## src/rtl/id_ex_stage_if.sv

```systemverilog
// id_ex_stage_if: decode-side inputs, forwarding sources and ALU-side outputs of the ID/EX register
interface id_ex_stage_if #(parameter int DW = 32, parameter int RW = 5);
   logic          id_valid, stall, flush;
   logic [3:0]    id_alu_control;
   logic [DW-1:0] id_rs_data, id_rt_data, id_imm;
   logic [RW-1:0] id_shamt, id_rs, id_rt, id_rd;
   logic [1:0]    id_op_sel;
   logic          id_reg_write, id_mem_read, id_mem_write, id_mem_to_reg;
   logic          exmem_reg_write, memwb_reg_write;
   logic [RW-1:0] exmem_rd, memwb_rd;
   logic [DW-1:0] exmem_result, memwb_result;
   logic [3:0]    alu_control;
   logic [DW-1:0] alu_a, alu_b, ex_store_data;
   logic          ex_valid, ex_reg_write, ex_mem_read, ex_mem_write, ex_mem_to_reg;
   logic [RW-1:0] ex_rd;
   logic          load_use_hazard;
   modport slave (
      input  id_valid, stall, flush, id_alu_control, id_rs_data, id_rt_data, id_imm,
             id_shamt, id_rs, id_rt, id_rd, id_op_sel,
             id_reg_write, id_mem_read, id_mem_write, id_mem_to_reg,
             exmem_reg_write, exmem_rd, exmem_result, memwb_reg_write, memwb_rd, memwb_result,
      output alu_control, alu_a, alu_b, ex_store_data, ex_valid, ex_rd,
             ex_reg_write, ex_mem_read, ex_mem_write, ex_mem_to_reg, load_use_hazard
   );
   modport master (
      output id_valid, stall, flush, id_alu_control, id_rs_data, id_rt_data, id_imm,
             id_shamt, id_rs, id_rt, id_rd, id_op_sel,
             id_reg_write, id_mem_read, id_mem_write, id_mem_to_reg,
             exmem_reg_write, exmem_rd, exmem_result, memwb_reg_write, memwb_rd, memwb_result,
      input  alu_control, alu_a, alu_b, ex_store_data, ex_valid, ex_rd,
             ex_reg_write, ex_mem_read, ex_mem_write, ex_mem_to_reg, load_use_hazard
   );
endinterface

```

## src/rtl/id_ex_stage.sv

```systemverilog
// id_ex_stage: ID/EX pipeline register with result forwarding, ALU operand select and load-use bubbling
module id_ex_stage #(parameter int DW = 32, parameter int RW = 5) (
   input logic         clk,
   input logic         reset,
   id_ex_stage_if.slave bus
);
   logic          valid_r, rw_r, mr_r, mw_r, m2r_r;
   logic [3:0]    ctl_r;
   logic [1:0]    op_r;
   logic [DW-1:0] rs_d_r, rt_d_r, imm_r, fwd_rs, fwd_rt;
   logic [RW-1:0] shamt_r, rs_r, rt_r, rd_r;
   logic          hazard, live;

   assign hazard = valid_r & mr_r & (rd_r != '0) & ((rd_r == bus.id_rs) | (rd_r == bus.id_rt)) & bus.id_valid;
   assign live   = bus.id_valid & ~bus.flush & ~hazard;

   // forward the youngest in-flight result for each source; r0 is hard-wired and never forwarded
   always_comb begin
      fwd_rs = (rs_r == '0) ? rs_d_r :
               (bus.exmem_reg_write && bus.exmem_rd == rs_r) ? bus.exmem_result :
               (bus.memwb_reg_write && bus.memwb_rd == rs_r) ? bus.memwb_result : rs_d_r;
      fwd_rt = (rt_r == '0) ? rt_d_r :
               (bus.exmem_reg_write && bus.exmem_rd == rt_r) ? bus.exmem_result :
               (bus.memwb_reg_write && bus.memwb_rd == rt_r) ? bus.memwb_result : rt_d_r;
   end

   // stall keeps everything but refreshes operands so a retiring producer's value is not lost
   always_ff @(posedge clk) begin
      if (reset) begin
         {valid_r, rw_r, mr_r, mw_r, m2r_r} <= '0;
         {ctl_r, op_r, rs_d_r, rt_d_r, imm_r} <= '0;
         {shamt_r, rs_r, rt_r, rd_r} <= '0;
      end else if (bus.stall) begin
         rs_d_r <= fwd_rs;
         rt_d_r <= fwd_rt;
      end else begin
         valid_r <= live;
         ctl_r   <= live ? bus.id_alu_control : 4'b0;
         rw_r    <= live & bus.id_reg_write;
         mr_r    <= live & bus.id_mem_read;
         mw_r    <= live & bus.id_mem_write;
         m2r_r   <= live & bus.id_mem_to_reg;
         op_r    <= bus.id_op_sel;
         rs_d_r  <= bus.id_rs_data;
         rt_d_r  <= bus.id_rt_data;
         imm_r   <= bus.id_imm;
         shamt_r <= bus.id_shamt;
         rs_r    <= bus.id_rs;
         rt_r    <= bus.id_rt;
         rd_r    <= bus.id_rd;
      end
   end

   assign bus.alu_control     = ctl_r;
   assign bus.alu_a           = op_r[1] ? fwd_rt : fwd_rs;
   assign bus.alu_b           = (op_r == 2'b00) ? fwd_rt :
                                (op_r == 2'b01) ? imm_r :
                                (op_r == 2'b10) ? {{(DW-RW){1'b0}}, shamt_r} :
                                                  {{(DW-RW){1'b0}}, fwd_rs[RW-1:0]};
   assign bus.ex_store_data   = fwd_rt;
   assign bus.ex_valid        = valid_r;
   assign bus.ex_rd           = rd_r;
   assign bus.ex_reg_write    = rw_r;
   assign bus.ex_mem_read     = mr_r;
   assign bus.ex_mem_write    = mw_r;
   assign bus.ex_mem_to_reg   = m2r_r;
   assign bus.load_use_hazard = hazard;
endmodule

```

## src/flat_wrapper.sv

```systemverilog
// flat-port wrapper written by rule: the top's interface ports become plain ports
module id_ex_stage_flat 
#(parameter int DW = 32, parameter int RW = 5)
  (clk, reset, bus_id_valid, bus_stall, bus_flush, bus_id_alu_control, bus_id_rs_data, bus_id_rt_data, bus_id_imm, bus_id_shamt, bus_id_rs, bus_id_rt, bus_id_rd, bus_id_op_sel, bus_id_reg_write, bus_id_mem_read, bus_id_mem_write, bus_id_mem_to_reg, bus_exmem_reg_write, bus_exmem_rd, bus_exmem_result, bus_memwb_reg_write, bus_memwb_rd, bus_memwb_result, bus_alu_control, bus_alu_a, bus_alu_b, bus_ex_store_data, bus_ex_valid, bus_ex_rd, bus_ex_reg_write, bus_ex_mem_read, bus_ex_mem_write, bus_ex_mem_to_reg, bus_load_use_hazard);
  id_ex_stage_if #(.DW(DW), .RW(RW)) bus_i ();
  input logic clk;
  input logic reset;
  input wire logic [$bits(bus_i.id_valid)-1:0] bus_id_valid;
  input wire logic [$bits(bus_i.stall)-1:0] bus_stall;
  input wire logic [$bits(bus_i.flush)-1:0] bus_flush;
  input wire logic [$bits(bus_i.id_alu_control)-1:0] bus_id_alu_control;
  input wire logic [$bits(bus_i.id_rs_data)-1:0] bus_id_rs_data;
  input wire logic [$bits(bus_i.id_rt_data)-1:0] bus_id_rt_data;
  input wire logic [$bits(bus_i.id_imm)-1:0] bus_id_imm;
  input wire logic [$bits(bus_i.id_shamt)-1:0] bus_id_shamt;
  input wire logic [$bits(bus_i.id_rs)-1:0] bus_id_rs;
  input wire logic [$bits(bus_i.id_rt)-1:0] bus_id_rt;
  input wire logic [$bits(bus_i.id_rd)-1:0] bus_id_rd;
  input wire logic [$bits(bus_i.id_op_sel)-1:0] bus_id_op_sel;
  input wire logic [$bits(bus_i.id_reg_write)-1:0] bus_id_reg_write;
  input wire logic [$bits(bus_i.id_mem_read)-1:0] bus_id_mem_read;
  input wire logic [$bits(bus_i.id_mem_write)-1:0] bus_id_mem_write;
  input wire logic [$bits(bus_i.id_mem_to_reg)-1:0] bus_id_mem_to_reg;
  input wire logic [$bits(bus_i.exmem_reg_write)-1:0] bus_exmem_reg_write;
  input wire logic [$bits(bus_i.exmem_rd)-1:0] bus_exmem_rd;
  input wire logic [$bits(bus_i.exmem_result)-1:0] bus_exmem_result;
  input wire logic [$bits(bus_i.memwb_reg_write)-1:0] bus_memwb_reg_write;
  input wire logic [$bits(bus_i.memwb_rd)-1:0] bus_memwb_rd;
  input wire logic [$bits(bus_i.memwb_result)-1:0] bus_memwb_result;
  output wire logic [$bits(bus_i.alu_control)-1:0] bus_alu_control;
  output wire logic [$bits(bus_i.alu_a)-1:0] bus_alu_a;
  output wire logic [$bits(bus_i.alu_b)-1:0] bus_alu_b;
  output wire logic [$bits(bus_i.ex_store_data)-1:0] bus_ex_store_data;
  output wire logic [$bits(bus_i.ex_valid)-1:0] bus_ex_valid;
  output wire logic [$bits(bus_i.ex_rd)-1:0] bus_ex_rd;
  output wire logic [$bits(bus_i.ex_reg_write)-1:0] bus_ex_reg_write;
  output wire logic [$bits(bus_i.ex_mem_read)-1:0] bus_ex_mem_read;
  output wire logic [$bits(bus_i.ex_mem_write)-1:0] bus_ex_mem_write;
  output wire logic [$bits(bus_i.ex_mem_to_reg)-1:0] bus_ex_mem_to_reg;
  output wire logic [$bits(bus_i.load_use_hazard)-1:0] bus_load_use_hazard;
  assign bus_i.id_valid = bus_id_valid;
  assign bus_i.stall = bus_stall;
  assign bus_i.flush = bus_flush;
  assign bus_i.id_alu_control = bus_id_alu_control;
  assign bus_i.id_rs_data = bus_id_rs_data;
  assign bus_i.id_rt_data = bus_id_rt_data;
  assign bus_i.id_imm = bus_id_imm;
  assign bus_i.id_shamt = bus_id_shamt;
  assign bus_i.id_rs = bus_id_rs;
  assign bus_i.id_rt = bus_id_rt;
  assign bus_i.id_rd = bus_id_rd;
  assign bus_i.id_op_sel = bus_id_op_sel;
  assign bus_i.id_reg_write = bus_id_reg_write;
  assign bus_i.id_mem_read = bus_id_mem_read;
  assign bus_i.id_mem_write = bus_id_mem_write;
  assign bus_i.id_mem_to_reg = bus_id_mem_to_reg;
  assign bus_i.exmem_reg_write = bus_exmem_reg_write;
  assign bus_i.exmem_rd = bus_exmem_rd;
  assign bus_i.exmem_result = bus_exmem_result;
  assign bus_i.memwb_reg_write = bus_memwb_reg_write;
  assign bus_i.memwb_rd = bus_memwb_rd;
  assign bus_i.memwb_result = bus_memwb_result;
  assign bus_alu_control = bus_i.alu_control;
  assign bus_alu_a = bus_i.alu_a;
  assign bus_alu_b = bus_i.alu_b;
  assign bus_ex_store_data = bus_i.ex_store_data;
  assign bus_ex_valid = bus_i.ex_valid;
  assign bus_ex_rd = bus_i.ex_rd;
  assign bus_ex_reg_write = bus_i.ex_reg_write;
  assign bus_ex_mem_read = bus_i.ex_mem_read;
  assign bus_ex_mem_write = bus_i.ex_mem_write;
  assign bus_ex_mem_to_reg = bus_i.ex_mem_to_reg;
  assign bus_load_use_hazard = bus_i.load_use_hazard;
  id_ex_stage #(.DW(DW), .RW(RW)) u_core (.clk(clk), .reset(reset), .bus(bus_i));
endmodule
```

## config.mk

```make
export PLATFORM = sky130hd
export DESIGN_NAME = id_ex_stage_flat
export DESIGN_NICKNAME = d
export VERILOG_FILES = /design/src/rtl/id_ex_stage_if.sv /design/src/rtl/id_ex_stage.sv /design/src/flat_wrapper.sv
export SDC_FILE = /design/constraint.sdc
export NUM_CORES = 1
export LEC_CHECK = 0
export ABC_AREA = 0
export CAP_MARGIN = 20
export CORE_UTILIZATION = 44
export DETAILED_ROUTE_END_ITERATION = 10
export PLACE_DENSITY = 0.9
export SLEW_MARGIN = 20
export SYNTH_ARGS = -nofsm -noshare
export SYNTH_HDL_FRONTEND = slang
export SYNTH_SLANG_ARGS = --single-unit
```

## constraint.sdc

```tcl
create_clock -name clk -period 3.1 [get_ports clk]
set_input_delay 0.62 -clock clk [delete_from_list [all_inputs] [get_ports clk]]
set_output_delay 0.62 -clock clk [all_outputs]
set_load 0.05 [all_outputs]
```

==> results of run 1 <==
[metrics by stage]
step | std cells | TNS, ns
detailed placement | 1461 | -44.01
global placement | 1461 | -39.80
CTS | 1526 | -9.04
floorplan | 902 | -17.81
[cells by family after synthesis]
logic type      count (synthesis)  synth area share, %
simple gates                  220                 12.3
mux                            59                 7.78
compound gates                341                 36.0
xor+xnor                       30                 3.46
buf+inv                       125                 6.99
flops                         127                 33.5
[cells in the mapped netlist (33+ instances only)]
cell type  number  share of area (%)
a221oi_1       86                9.9
dfxtp_1       127                 34
nand2_1        39                1.9
inv_1          33                1.6
a211oi_1       37                3.7
clkbuf_1       60                3.0
nor2_1        149                7.4
mux2i_1        59                7.8
o21bai_1       54                5.3
o22ai_1        37                3.1
a21oi_1        34                2.2
[per-layer routing]
layer	GRT overflow	track usage [%]
met1	1	73.1
met2	19	93.6
met3	0	61.0
met4	12	72.2
met5	0	14.7
[what timing repair did]
| action | CTS |
|---|---|
| gates resized for setup | 202 |
| buffers inserted | 26 |
| gates cloned | 9 |
| setup endpoints to repair | 96 |
| pin swaps | 72 |
==> impl_metrics.prom, run 1 <==
# TYPE chip_impl_metric gauge
chip_impl_metric{name="dp.final_hpwl",unit="mm"} 25.1
chip_impl_metric{name="finalWeightedCongestion",unit=""} 0.981
chip_impl_info{name="root_buffer",value="clkbuf_16"} 1
chip_impl_metric{name="gr-total-overflow",unit=""} 32
chip_impl_metric{name="total_i_o_pin_count",unit=""} 318
chip_impl_metric{name="avgSynthCellArea",unit="µm²"} 8.41
chip_impl_info{name="run_status",value="stopped before the end"} 1
chip_impl_metric{name="gr-usage-all-layers",unit="%"} 74.5
chip_impl_metric{name="ctsHtreeMaxLevel",unit=""} 4
chip_impl_info{name="stop_err",value="[ERROR GRT-0232] Routing congestion too high. Check the congestion heatmap in the GUI."} 1
chip_impl_info{name="worstEndpointType",value="output port"} 1
chip_impl_metric{name="cts.sink_count",unit=""} 127
chip_impl_info{name="yosys_most_used_dff",value="dfxtp_1"} 1
chip_impl_metric{name="synth-edff-count",unit=""} 0
chip_impl_metric{name="synth.yosys.seq_area_share",unit="%"} 33.5
chip_impl_metric{name="cts_inserted_buffers",unit=""} 17
chip_impl_metric{name="ys_ff_latch",unit=""} 127
chip_impl_metric{name="mappedNetlistNets",unit=""} 1109
chip_impl_metric{name="placement_rows",unit=""} 47
chip_impl_metric{name="postSynth.asyncResetShare",unit="%"} 0
chip_impl_metric{name="synth-warning-count",unit=""} 0
chip_impl_metric{name="placement.setup.worst_slack",unit="ns"} -0.548
chip_impl_metric{name="synthDistinctLibCells",unit=""} 41
chip_impl_metric{name="cts_hold_repair.buffers",unit=""} 0
chip_impl_metric{name="place.port_buffers",unit=""} 317
chip_impl_info{name="failed_stage",value="global routing (5_1_grt)"} 1
chip_impl_metric{name="die_boundary_height",unit="µm"} 133
chip_impl_metric{name="netlist_area",unit="mm²"} 0.00759
chip_impl_metric{name="synthesis.instances",unit=""} 902
chip_impl_metric{name="chipWidth",unit="µm"} 133
chip_impl_metric{name="clockBufferDepth",unit=""} 2
chip_impl_metric{name="instance_area_after_placement",unit="mm²"} 0.0130
chip_impl_metric{name="pin_count_of_the_biggest_net_entering_global_routing",unit=""} 75
chip_impl_info{name="crit_endpoint",value="bus_alu_b[18]"} 1
chip_impl_metric{name="initial_core_util",unit="%"} 45.4
==> inputs of run 2 (changes only) <==
--- a/config.mk
+++ b/config.mk
@@ -7,9 +7,9 @@
 export LEC_CHECK = 0
 export ABC_AREA = 0
 export CAP_MARGIN = 20
-export CORE_UTILIZATION = 44
+export CORE_UTILIZATION = 35
 export DETAILED_ROUTE_END_ITERATION = 10
-export PLACE_DENSITY = 0.9
+export PLACE_DENSITY_LB_ADDON = 0.15
 export SLEW_MARGIN = 20
 export SYNTH_ARGS = -nofsm -noshare
 export SYNTH_HDL_FRONTEND = slang
==> run 2 against run 1 <==
  * The flow now finishes, with violations (setup timing)
  * Synthesized cell count stayed put
  * Synthesized area stayed put
==> impl_metrics.prom, run 2 <==
# TYPE chip_impl_metric gauge
chip_impl_metric{name="drt_first_iter_violations",unit=""} 728
chip_impl_metric{name="synth_largest_type_area_fraction",unit="%"} 33.5
chip_impl_metric{name="area_growth",unit="%"} 110
chip_impl_metric{name="instance_area_after_placement",unit="mm²"} 0.0130
chip_impl_metric{name="die_area",unit="mm²"} 0.0223
chip_impl_info{name="root_buffer",value="clkbuf_16"} 1
chip_impl_metric{name="dp.final_hpwl",unit="mm"} 23.5
chip_impl_metric{name="cp.arrival",unit="ns"} 2.81
chip_impl_info{name="min_path_type",value="flip-flop to flip-flop"} 1
chip_impl_metric{name="gr-usage-all-layers",unit="%"} 31.6
chip_impl_metric{name="total_i_o_pin_count",unit=""} 318
chip_impl_info{name="timing.critical_path.mode_cell",value="buf_12"} 1
chip_impl_metric{name="layout_cell_share_with_drive_strength_beyond_1",unit="%"} 42.8
chip_impl_metric{name="drc_errors",unit=""} 0
chip_impl_metric{name="chipWidth",unit="µm"} 149
chip_impl_metric{name="postSynth.asyncResetShare",unit="%"} 0
chip_impl_metric{name="route.vias.total",unit=""} 9802
chip_impl_metric{name="number_of_global_route_vias_before_repair",unit=""} 9570
chip_impl_info{name="end_kind",value="output port"} 1
chip_impl_metric{name="synthesis.instances",unit=""} 902
chip_impl_info{name="slowest_cell_on_the_critical_path",value="dfxtp_4"} 1
chip_impl_metric{name="max_cap_viols",unit=""} 0
chip_impl_metric{name="finalWeightedCongestion",unit=""} 0.872
chip_impl_metric{name="power.share.clock",unit="%"} 30.6
chip_impl_info{name="post-synth-top-area-cell",value="dfxtp_1"} 1
chip_impl_metric{name="sw_frac_of_total",unit="%"} 36.8
chip_impl_info{name="critical_path.top_delay_family",value="buffers and inverters"} 1
chip_impl_info{name="run_status",value="finished, violations left"} 1
chip_impl_metric{name="worstPathMaxFanout",unit=""} 6
chip_impl_info{name="yosys_most_used_dff",value="dfxtp_1"} 1
chip_impl_metric{name="place.port_buffers",unit=""} 317
chip_impl_metric{name="place.detailed.instances",unit=""} 1516
chip_impl_metric{name="nets",unit=""} 1547
chip_impl_metric{name="postRouteWirelength",unit="mm"} 38.5
chip_impl_metric{name="fp.coreArea",unit="mm²"} 0.0212
chip_impl_metric{name="avgSynthCellArea",unit="µm²"} 8.41
chip_impl_metric{name="timing.final.ws_setup",unit="ns"} -0.334
chip_impl_metric{name="n_fill_cell",unit=""} 1451
chip_impl_metric{name="worst_slew_margin_rel",unit="%"} 36.7
chip_impl_info{name="critical_path_class",value="flip-flop to output port"} 1
chip_impl_metric{name="synthDistinctLibCells",unit=""} 41
chip_impl_metric{name="p_int",unit="mW"} 4.21
chip_impl_metric{name="power_frac_seq",unit="%"} 27.6
chip_impl_info{name="most-common-layout-cells",value="207 x clkdlybuf4s50_1, 129 x buf_4, 122 x nor2_1"} 1
chip_impl_info{name="yosys.cell_count.top_type",value="nor2_1"} 1
chip_impl_metric{name="netlist_area",unit="mm²"} 0.00759
chip_impl_metric{name="worst_clock_skew",unit="ns"} 0.0128
chip_impl_metric{name="clockBufferDepth",unit=""} 2
chip_impl_metric{name="worstMarginPinSlew",unit="ns"} 0.947
chip_impl_metric{name="synth.yosys.seq_area_share",unit="%"} 33.5
chip_impl_metric{name="layout.cell_area.non_filler",unit="mm²"} 0.0160
chip_impl_info{name="clock_tree_from_tritoncts",value="built"} 1
chip_impl_metric{name="power_density",unit="mW/mm²"} 417
chip_impl_info{name="largestRegisters",value="u_core.imm_r: 32 flops, u_core.rs_d_r: 32 flops, u_core.rt_d_r: 32 flops"} 1
chip_impl_metric{name="global_route_wire_length_before_repair",unit="mm"} 53.7
chip_impl_metric{name="ctsHtreeMaxLevel",unit=""} 4
chip_impl_metric{name="finalCoreUtilization",unit="%"} 75.5
chip_impl_metric{name="drt.antenna.violating_nets",unit=""} 0
chip_impl_metric{name="layout.cells.non_filler",unit=""} 1632
chip_impl_metric{name="die_boundary_height",unit="µm"} 149
chip_impl_metric{name="worst_skew_pair.late_latency",unit="ns"} 0.43
chip_impl_info{name="final_common_cell",value="clkdlybuf4s50_1"} 1
chip_impl_metric{name="report.final.slew_viol_count",unit=""} 0
chip_impl_metric{name="finalWorstPathRequiredPeriod",unit="ns"} 3.43
chip_impl_metric{name="initial_core_util",unit="%"} 35.9
chip_impl_metric{name="placement_rows",unit=""} 53
chip_impl_metric{name="clk_pin_slew_worst_paths",unit="ns"} 0.06
chip_impl_metric{name="vdd.ir_drop.worst",unit="µV"} 413
chip_impl_metric{name="wire_per_inst",unit="µm"} 23.6
chip_impl_metric{name="pin_count_of_the_biggest_net_entering_global_routing",unit=""} 57
chip_impl_metric{name="ys_ff_latch",unit=""} 127
chip_impl_metric{name="setup_viol",unit=""} 96
chip_impl_metric{name="synth-edff-count",unit=""} 0
chip_impl_info{name="violations",value="setup timing"} 1
chip_impl_metric{name="cts_hold_repair.buffers",unit=""} 0
chip_impl_metric{name="gr-total-overflow",unit=""} 0
chip_impl_metric{name="post-route-period-util",unit="%"} 111
chip_impl_metric{name="cp.buffers_inverters",unit=""} 5
chip_impl_metric{name="cp_peak_stage_delay",unit="ns"} 0.37
chip_impl_metric{name="cts_inserted_buffers",unit=""} 17
chip_impl_metric{name="power.share.combinational",unit="%"} 41.7
chip_impl_metric{name="detailedRoute.firstPassIterationCount",unit=""} 5
chip_impl_info{name="cp-start-kind",value="flip-flop"} 1
chip_impl_metric{name="cts.sink_count",unit=""} 127
chip_impl_metric{name="grt_antenna_before_repair",unit=""} 3
chip_impl_info{name="post_synth_main_area_contributors",value="dfxtp_1 34%, a221oi_1 9.9%, mux2i_1 7.8%"} 1
chip_impl_metric{name="count_of_endpoints_failing_hold_in_the_final_timing_report",unit=""} 0
chip_impl_metric{name="required",unit="ns"} 2.48
chip_impl_info{name="synth_common_cells",value="149 x nor2_1, 127 x dfxtp_1, 86 x a221oi_1"} 1
chip_impl_info{name="worstPathCellList",value="buf_4 > xnor2_2 > nand2_2 > a211oi_4 > and2_4 > buf_12 > buf_12 > buf_12 > a221oi_2 > a222oi_1 > buf_4"} 1
chip_impl_metric{name="synth-warning-count",unit=""} 0
chip_impl_metric{name="net-switching-power",unit="mW"} 2.45
chip_impl_metric{name="routed_via_density",unit=""} 6.01
chip_impl_metric{name="clock.fmax",unit="GHz"} 0.291
chip_impl_info{name="rsz0062_at_grt",value="yes"} 1
chip_impl_metric{name="p_leak",unit="nW"} 6.18
chip_impl_metric{name="mappedNetlistNets",unit=""} 1109
[run 2: cell counts after synthesis]
No cell type changed its count.
[run 2: worst reg2reg max path, delay by kind of cell (launching register included)]
| kind | cells | cell delay [ns] |
|---|---|---|
| buffers and inverters | 13 | 1.66 |
| DFF | 1 | 0.38 |
| and+or+nand+nor | 4 | 0.44 |
| AOI/OAI and AO/OA | 2 | 0.52 |
[run 2: timing repair]
| action | CTS | global route |
|---|---|---|
| setup endpoints to repair | 96 | 123 |
| pin swaps | 61 | 106 |
| resized for setup | 176 | 176 |
| setup buffers | 45 | 39 |
| cloned | 6 | 4 |
[run 2: logic make-up after synthesis]
group	after synthesis	synth area share, %
DFF	127	33.5
and+or+nand+nor	220	12.3
xor gates and xnor gates	30	3.46
buffers and inverters	125	6.99
muxes	59	7.78
AOI/OAI and AO/OA	341	36.0
[run 2: worst paths after layout]
kind         depth (start not counted)                                    from                                      to  slack [ns]
max                                 11             u_core.rs_r[4]$_SDFFE_PP0N_                           bus_alu_a[16]       -0.33
min                                  1  u_core.bus.alu_control[2]$_SDFFE_PP0N_  u_core.bus.alu_control[2]$_SDFFE_PP0N_        0.48
max reg2reg                         19             u_core.rs_r[1]$_SDFFE_PP0N_            u_core.rs_d_r[24]$_SDFF_PP0_        0.03
min reg2reg                          1  u_core.bus.alu_control[2]$_SDFFE_PP0N_  u_core.bus.alu_control[2]$_SDFFE_PP0N_        0.48
[run 2: power groups by stage]
stage	registers [mW]	clock network [mW]	logic, mW
after CTS	1.82	2.04	2.60
after global routing	1.85	2.13	2.88
after detailed placement	1.85	0	2.42
after floorplan	1.85	0	1.27
final	1.84	2.04	2.78
after global placement	1.85	0	2.41
[run 2: metal layers]
| metal | vias to the layer above | GRT usage (%) | part of all wire, % |
|---|---|---|---|
| li1 | 4356 | - | - |
| met1 | 4698 | 38.2 | 38 |
| met2 | 591 | 51.6 | 48 |
| met3 | 157 | 8.17 | 9.3 |
| met4 | 0 | 16.2 | 5.4 |
| met5 | - | 0 | 0 |
[run 2: through the flow]
stage | hold WS, ns | worst slack (ns) | power (mW) | TNS [ns]
global placement | 0.467 | -0.608 | 4.26 | -40.62
detailed placement | 0.463 | -0.692 | 4.27 | -46.70
finish | 0.480 | -0.334 | 6.66 | -17.91
CTS | 0.484 | -0.267 | 6.46 | -15.78
global route | 0.515 | -0.413 | 6.87 | -25.53
floorplan | 0.458 | -0.613 | 3.11 | -17.81
[run 2: cell type report]
class / count / area (µm²) / area share (%)
diodes: 4 / 10.0 / 0.0627
clock buffers: 19 / 453 / 2.84
clock inverters: 13 / 131 / 0.823
inverters: 33 / 131 / 0.823
multi-input cells: 650 / 6320 / 39.6
flip-flops and latches: 127 / 2580 / 16.2
well taps: 275 / 344 / 2.15
repair buffers: 511 / 6000 / 37.6
No activity file was read; power rests on OpenSTA's default activity.
